$ cat config.mk
export PLATFORM = sky130hd
export DESIGN_NAME = spi_alu_master_flat
export DESIGN_NICKNAME = d
export VERILOG_FILES = /design/src/rtl/spi_alu_master_if.sv /design/src/rtl/spi_alu_master.sv /design/src/flat_wrapper.sv
export SDC_FILE = /design/constraint.sdc
export NUM_CORES = 1
export LEC_CHECK = 0
export BUFFER_PORTS_ARGS = -buffer_cell sky130_fd_sc_hd__buf_2
export CORE_MARGIN = 2
export CORE_UTILIZATION = 59
export CTS_BUF_LIST = sky130_fd_sc_hd__clkbuf_4 sky130_fd_sc_hd__clkbuf_8
export CTS_CLUSTER_SIZE = 16
export DETAILED_ROUTE_END_ITERATION = 12
export PLACE_DENSITY = 0.87
export SYNTH_ARGS = -nofsm -noshare
export SYNTH_HDL_FRONTEND = slang
export SYNTH_SLANG_ARGS = --single-unit
$ cat constraint.sdc
create_clock -name clock -period 3.2 [get_ports clock]
set_clock_uncertainty 0.1 [all_clocks]
set_input_delay 0 -clock clock [delete_from_list [all_inputs] [get_ports clock]]
set_output_delay 0 -clock clock [all_outputs]
set_load 0.005 [all_outputs]
$ cat src/rtl/spi_alu_master_if.sv
// Host handshake and SPI pin bundle for the serial ALU initiator.
interface spi_alu_master_if;
  logic        start;
  logic [2:0]  opcode;
  logic [31:0] opa;
  logic [31:0] opb;
  logic        busy;
  logic        done;
  logic [31:0] result;
  logic        nss;
  logic        sclk;
  logic        mosi;
  logic        miso;

  // Initiator view: owns the SPI pins and the host status outputs
  modport master (
    input  start, opcode, opa, opb, miso,
    output busy, done, result, nss, sclk, mosi
  );

  // Opposite view: host request lines plus the slave's miso
  modport slave (
    output start, opcode, opa, opb, miso,
    input  busy, done, result, nss, sclk, mosi
  );
endinterface

$ cat src/rtl/spi_alu_master.sv
// SPI mode-0 initiator for the serial ALU slave. A host request is sent as
// a 67-bit command frame, nss is released for a gap, then the 32-bit result
// is clocked back and presented with a one-cycle done pulse.
module spi_alu_master #(
  parameter int CLK_DIV    = 4,
  parameter int GAP_CYCLES = 8
) (
  input logic              clock,
  input logic              reset,
  spi_alu_master_if.master bus
);

  localparam int CNT_MAX = (CLK_DIV > GAP_CYCLES) ? CLK_DIV : GAP_CYCLES;
  localparam int DIV_W   = (CNT_MAX < 2) ? 1 : $clog2(CNT_MAX);

  localparam logic [DIV_W-1:0] HALF_LAST   = DIV_W'(CLK_DIV - 1);
  localparam logic [DIV_W-1:0] GAP_LAST    = DIV_W'(GAP_CYCLES - 1);
  localparam logic [6:0]       TX_LAST_BIT = 7'd66;
  localparam logic [6:0]       RX_LAST_BIT = 7'd31;

  typedef enum logic [1:0] {
    IDLE,
    TX,
    GAP,
    RX
  } state_t;

  state_t           state_q;
  logic             nss_q;
  logic             sclk_q;
  logic             mosi_q;
  logic             busy_q;
  logic             done_q;
  logic             tail_q;
  logic [31:0]      result_q;
  logic [31:0]      rxShift_q;
  logic [65:0]      txShift_q;
  logic [6:0]       bitCnt_q;
  logic [DIV_W-1:0] divCnt_q;

  logic             halfEnd_d;
  logic             gapEnd_d;
  logic [66:0]      frame_d;

  // Frame assembly and divider terminal-count decodes
  always_comb begin
    frame_d   = {bus.opcode, bus.opa, bus.opb};
    halfEnd_d = (divCnt_q == HALF_LAST);
    gapEnd_d  = (divCnt_q == GAP_LAST);
  end

  // Transaction sequencer; every SPI pin and host status bit is a register
  always_ff @(posedge clock or negedge reset) begin
    if (!reset) begin
      state_q   <= IDLE;
      nss_q     <= 1'b1;
      sclk_q    <= 1'b0;
      mosi_q    <= 1'b0;
      busy_q    <= 1'b0;
      done_q    <= 1'b0;
      tail_q    <= 1'b0;
      result_q  <= '0;
      rxShift_q <= '0;
      txShift_q <= '0;
      bitCnt_q  <= '0;
      divCnt_q  <= '0;
    end else begin
      done_q <= 1'b0;
      case (state_q)
        IDLE: begin
          if (bus.start) begin
            state_q   <= TX;
            busy_q    <= 1'b1;
            nss_q     <= 1'b0;
            sclk_q    <= 1'b0;
            mosi_q    <= frame_d[66];
            txShift_q <= frame_d[65:0];
            rxShift_q <= '0;
            bitCnt_q  <= '0;
            divCnt_q  <= '0;
            tail_q    <= 1'b0;
          end
        end

        TX: begin
          if (!halfEnd_d) begin
            divCnt_q <= divCnt_q + 1'b1;
          end else begin
            divCnt_q <= '0;
            if (tail_q) begin
              tail_q  <= 1'b0;
              nss_q   <= 1'b1;
              state_q <= GAP;
            end else if (!sclk_q) begin
              sclk_q <= 1'b1;
            end else begin
              sclk_q <= 1'b0;
              if (bitCnt_q == TX_LAST_BIT) begin
                mosi_q   <= 1'b0;
                tail_q   <= 1'b1;
                bitCnt_q <= '0;
              end else begin
                bitCnt_q  <= bitCnt_q + 1'b1;
                mosi_q    <= txShift_q[65];
                txShift_q <= {txShift_q[64:0], 1'b0};
              end
            end
          end
        end

        GAP: begin
          if (gapEnd_d) begin
            divCnt_q <= '0;
            nss_q    <= 1'b0;
            state_q  <= RX;
          end else begin
            divCnt_q <= divCnt_q + 1'b1;
          end
        end

        RX: begin
          if (!halfEnd_d) begin
            divCnt_q <= divCnt_q + 1'b1;
          end else begin
            divCnt_q <= '0;
            if (tail_q) begin
              tail_q   <= 1'b0;
              nss_q    <= 1'b1;
              done_q   <= 1'b1;
              busy_q   <= 1'b0;
              result_q <= rxShift_q;
              state_q  <= IDLE;
            end else if (!sclk_q) begin
              sclk_q    <= 1'b1;
              rxShift_q <= {rxShift_q[30:0], bus.miso};
            end else begin
              sclk_q <= 1'b0;
              if (bitCnt_q == RX_LAST_BIT) begin
                tail_q   <= 1'b1;
                bitCnt_q <= '0;
              end else begin
                bitCnt_q <= bitCnt_q + 1'b1;
              end
            end
          end
        end
      endcase
    end
  end

  assign bus.nss    = nss_q;
  assign bus.sclk   = sclk_q;
  assign bus.mosi   = mosi_q;
  assign bus.busy   = busy_q;
  assign bus.done   = done_q;
  assign bus.result = result_q;

endmodule

$ cat src/flat_wrapper.sv
// flat-port wrapper written by rule: the top's interface ports become plain ports
module spi_alu_master_flat 
#(
  parameter int CLK_DIV    = 4,
  parameter int GAP_CYCLES = 8
)
  (clock, reset, bus_start, bus_opcode, bus_opa, bus_opb, bus_miso, bus_busy, bus_done, bus_result, bus_nss, bus_sclk, bus_mosi);
  spi_alu_master_if bus_i ();
  input logic clock;
  input logic reset;
  input wire logic [$bits(bus_i.start)-1:0] bus_start;
  input wire logic [$bits(bus_i.opcode)-1:0] bus_opcode;
  input wire logic [$bits(bus_i.opa)-1:0] bus_opa;
  input wire logic [$bits(bus_i.opb)-1:0] bus_opb;
  input wire logic [$bits(bus_i.miso)-1:0] bus_miso;
  output wire logic [$bits(bus_i.busy)-1:0] bus_busy;
  output wire logic [$bits(bus_i.done)-1:0] bus_done;
  output wire logic [$bits(bus_i.result)-1:0] bus_result;
  output wire logic [$bits(bus_i.nss)-1:0] bus_nss;
  output wire logic [$bits(bus_i.sclk)-1:0] bus_sclk;
  output wire logic [$bits(bus_i.mosi)-1:0] bus_mosi;
  assign bus_i.start = bus_start;
  assign bus_i.opcode = bus_opcode;
  assign bus_i.opa = bus_opa;
  assign bus_i.opb = bus_opb;
  assign bus_i.miso = bus_miso;
  assign bus_busy = bus_i.busy;
  assign bus_done = bus_i.done;
  assign bus_result = bus_i.result;
  assign bus_nss = bus_i.nss;
  assign bus_sclk = bus_i.sclk;
  assign bus_mosi = bus_i.mosi;
  spi_alu_master #(.CLK_DIV(CLK_DIV), .GAP_CYCLES(GAP_CYCLES)) u_core (.clock(clock), .reset(reset), .bus(bus_i));
endmodule
### Word-level counts from Yosys, hierarchy flattened

Cells that the tools add are included.

* bits of input ports: 71
* bits in read-only memories: 0
* output and inout bits: 37
* word-level logic and storage cells: 115
* bits in writable memories: 0
* memories: 0
* register bits after elaboration: 148
* latch bits: 0

* $add $sub $neg: 2
* multipliers: 0
* mux-type cells: 63
* bitwise logic cells: 0
* reduce and logical (&&, ||, !) cells: 16
* divide/modulo/power cells: 0
* shifts and indexed selects: 0
* eq/ne operators: 22
* magnitude comparators: 0

Operator list (number)
* 66-bit 2-to-1 mux: 5
* 66-bit case mux with 2 select lines: 1
* 32-bit 2-to-1 mux: 4
* 32-bit case mux with 2 select lines: 1
* 7-bit 2-to-1 mux: 9
* 1-bit 2-to-1 mux: 26
* 7-bit case mux with 3 select lines: 1
* 2-bit by 1-bit inequality test with 1-bit output (second input constant): 9
* 4-bit AND reduction: 4
* 2-bit 2-to-1 mux: 6
* 2-bit inequality test (second input constant): 6
* 6-bit AND reduction: 2
* 5-bit AND reduction: 2
* 3-bit 2-to-1 mux: 3
* 3-bit case mux with 3 select lines: 1
* 2-bit case mux with 4 select lines: 1
* 8-bit AND reduction: 1
* 7-bit by 1-bit adder with 7-bit output (second input constant): 1
* 7-bit by 5-bit == test with 1-bit output (second input constant): 1
* 7-bit == test (second input constant): 1
* 1-bit case mux with 2 select lines: 3
* 1-bit case mux with 3 select lines: 2
* 2-bit nonzero test: 3
* 2-bit == test (second input constant): 2
* 8 further kinds: 8

### Depth between registers and ports, before layout

* depth after elaboration: 6
* depth in mapped cells: 9
* depth with buffers taken out: 6

### Least setup slack after synthesis

Ideal clock, no wire load.

* path kind: reg2reg
* start point: register u_core.state_q[0]
* end point: register u_core.txShift_q[14]
* arrival: 2082 ps
* setup slack: 891 ps
* stages on the path, launching flop included: 10
* clock period less this slack: 2309 ps
* data required time: 2973 ps
* path buffers: 3
* path through: dfrtp_1 -> inv_1 -> ha_1 -> buf_2 -> nor2b_1 -> a21oi_2 -> o41ai_4 -> buf_4 -> buf_6 -> mux2_1

* longest elaborated chain between the ends: 3

RTL lines
* start, declared: line spi_alu_master.sv:28 `state_t state_q;`
* start signal, assigned: line spi_alu_master.sv:55 `state_q <= IDLE;`
* start signal, assigned: line spi_alu_master.sv:72 `state_q <= TX;`
* start signal, assigned: line spi_alu_master.sv:93 `state_q <= GAP;`
* 2-bit by 1-bit == test with 1-bit output or 2-bit zero test (tied branches): line spi_alu_master.sv:69 `case (state_q)`
* 2-bit inequality test (no line) (tied with other cells)
* 6-bit AND reduction (no line)
* end signal, assigned: line spi_alu_master.sv:77 `txShift_q <= frame_d[65:0];`
* end signal, assigned: line spi_alu_master.sv:105 `txShift_q <= {txShift_q[64:0], 1'b0};`
* end, declared: line spi_alu_master.sv:37 `logic [65:0] txShift_q;`

Parallel ways exist; a longest one is shown, timed or not.
A chain may end at the register's enable or synchronous reset.

### Worst setup path in the final report

* start point: register u_core.state_q[0]
* end point: register u_core.txShift_q[41]

Same word-level chain as after synthesis.

==> flow_summary.toml <==
[floorplanning]
coreArea_sq_mm = 0.0114
start_util_pct = 60.0
fp.dieW_microns = 112
dieArea_sq_mm = 0.0124
fp.dieH_microns = 112
num_rows = 39
io_pins = 108

[worst_setup_path]
startpoint = "u_core.state_q[0]"
ff2ff_path_depth = 7
r2r_end = "u_core.txShift_q[41]"
cp-end-kind = "register"
cp_slowest_stage_delay_ps = 490
crit_arrival_ps = 2910
cp_data_required_time_ps = 3410
critPathKind = "reg -> reg"
r2r_slack_ps = 500
crit_path_top_delay_cell = "nor2b_1"
start_kind = "register"
crit_chain = "inv_1 -> ha_1 -> nor2b_1 -> a21oi_2 -> o41ai_4 -> buf_12 -> mux2_1"
worstReg2RegStart = "u_core.state_q[0]"
cp_max_fo = 66

[drt]
routed_wl_microns = 14500
drtIter0Drc = 243
drt_pass1_iterations = 4
ant_nets = 0
vias_per_cell = 5.45
detail_route.wl_per_cell_microns = 16.7
via_count = 4748
drc = 0

[logic_synthesis]
ys.flop_type = "dfrtp_1"
synthCells = 546
ys_ff_latch = 148
syn_area_sq_mm = 0.00683
ys_async_sr_fraction_pct = 100
yosys_warnings = 0
synth_area_per_cell_sq_um = 12.5
synth_edf_count = 0
yosysUniqueCellTypes = 45
synth_nets = 627
ys_seq_area_share_pct = 54.3

[finish]
fin_nets = 797
fin_area_sq_mm = 0.00854
drive_gt1_share_pct = 38.2
layout_common_cells = "dfrtp_1 (147), mux2_2 (126), buf_2 (106), nand2_1 (80), dlygate4sd3_1 (70)"
area_delta_synth_final_pct = 25.1
final_common_cell = "dfrtp_1"
fillCellCount = 690

[sta]
worstMarginPinSlew_ps = 865
tns_ps = 0
final-setup-viol-count = 0
drv_slew = 0
fin_crit_sh_pct = 84.2
rsz0062_at_grt = "no"
max_freq_mhz = 371
finalHoldViolCount = 0
fin_crit_ps = 2700
relSlewSlack_pct = 42.4

[global_routing]
first_global_vias = 5010
grt_remaining_overflow = 0
grt_usage_pct = 24.7
antenna_found_initial = 1
grt_pass1_wl_microns = 24600
grt_max_degree = 96

[run]
maxCapViolCount = 0

[clock_tree]
clkLatencyLatePin_ps = 440
cts_tree = "done"
clkTransAtPathRegs_ps = 80
cts_setup_buffers = 0
cts-root-buf = "clkbuf_8"
htree_num_levels = 4
cts_sinks = 148
clk_path_buf_depth = 2
cts_buffers = 17

[status]
status = "complete, no violations"

[placement]
place_hpwl_microns = 8210
portBuffers = 107
globalplace.congestion = 0.829
dpl_cell_area_sq_mm = 0.00748

[power]
powerDensity_mw_per_mm2 = 782
p_leak_nw = 3.98
irDropWorstVdd_v = 0.000501

[worst_hold_path]
hp-class = "in -> async"
==> layer usage <==
metal	wire length [microns]	track usage, %
met1	6370	31.6
met2	7110	40.7
met3	781	6.21
met4	286	10.3
met5	0	0
==> what timing repair did <==
item                                   CTS  global route
gates resized for setup                  0             0
hold buffers                            70             0
endpoints found under the hold margin  166             0
==> flip-flops by register name, summed over array words and instances (netlist names) <==
register	flops
u_core.txShift_q	66
u_core.bus.result	32
u_core.rxShift_q	32
u_core.bitCnt_q	7
u_core.divCnt_q	3
u_core.state_q	2
u_core.bus.busy	1
u_core.bus.done	1
u_core.bus.mosi	1
u_core.bus.nss	1
u_core.bus.sclk	1
u_core.tail_q	1
==> logic make-up (layout without fill, tap and decap cells) <==
| kind of cell | Yosys count | in the layout | synth area share (%) |
|---|---|---|---|
| and+or+nand+nor | 108 | 108 | 6.80 |
| other | 0 | 1 | 0 |
| adders and majority gates | 10 | 10 | 1.83 |
| muxes | 165 | 165 | 27.2 |
| DFF | 148 | 148 | 54.3 |
| buffers and inverters | 43 | 224 | 2.95 |
| AOI/OAI and AO/OA | 72 | 72 | 6.93 |
==> worst max path at each step <==
stage / slack (ps) / to / depth (start not counted)
6_report: 500 / u_core.txShift_q[41] / 7
3_5_place_dp: 580 / u_core.txShift_q[41] / 7
5_1_grt: 340 / u_core.txShift_q[41] / 7
4_1_cts: 560 / u_core.txShift_q[41] / 7
2_1_floorplan: 890 / u_core.txShift_q[14] / 9
3_3_place_gp: 720 / u_core.txShift_q[56] / 7
==> synth_stat cells (5+ instances only) <==
| master | instances | area [sq um] |
|---|---|---|
| mux2_1 | 39 | 439 |
| mux2_2 | 126 | 1420 |
| o211ai_1 | 7 | 52.6 |
| inv_1 | 11 | 41.3 |
| clkbuf_1 | 21 | 78.8 |
| a21oi_1 | 5 | 25.0 |
| nand2_1 | 80 | 300 |
| ha_1 | 10 | 125 |
| buf_2 | 5 | 25.0 |
| o21ai_0 | 38 | 190 |
| nor2_1 | 7 | 26.3 |
| dfrtp_1 | 147 | 3680 |
==> layout make-up <==
| cell class | instances | area [sq um] | area share, % |
|---|---|---|---|
| tap | 143 | 179 | 2.10 |
| timing repair buffer | 183 | 1330 | 15.5 |
| clock buffer | 25 | 325 | 3.81 |
| inverter | 11 | 41.3 | 0.484 |
| multi-input combinational | 355 | 2930 | 34.4 |
| sequential | 148 | 3700 | 43.4 |
| clock inverter | 5 | 25.0 | 0.293 |
| antenna | 1 | 2.50 | 0.0293 |
==> per-stage QoR <==
stage          power [mW]  utilization (%)  std cells  hold WS, ps  setup slack, ps
2_1_floorplan        4.74                -        546         -396              891
3_3_place_gp         5.09             65.8        770         26.5              721
3_5_place_dp         5.26             65.8        770         43.0              578
4_1_cts              6.61             75.1        870          136              558
5_1_grt              7.10             75.1        871          190              344
6_report             6.68             75.1        871         96.7              505
==> worst max-delay path: cells and delay by family (launching register included) <==
kind | cells | cell delay [ps]
buffers and inverters | 2 | 500
and+or+nand+nor | 1 | 490
DFF | 1 | 430
muxes | 1 | 420
adders and majority gates | 1 | 370
AOI/OAI and AO/OA | 2 | 210
==> power breakdown <==
group | total, mW | leakage (nW) | switching [mW] | internal (mW)
logic | 2.60 | 1.89 | 1.26 | 1.34
registers | 2.78 | 1.90 | 0.358 | 2.42
clock network | 1.30 | 0.192 | 0.645 | 0.650
(Power assumes the default switching activity.)
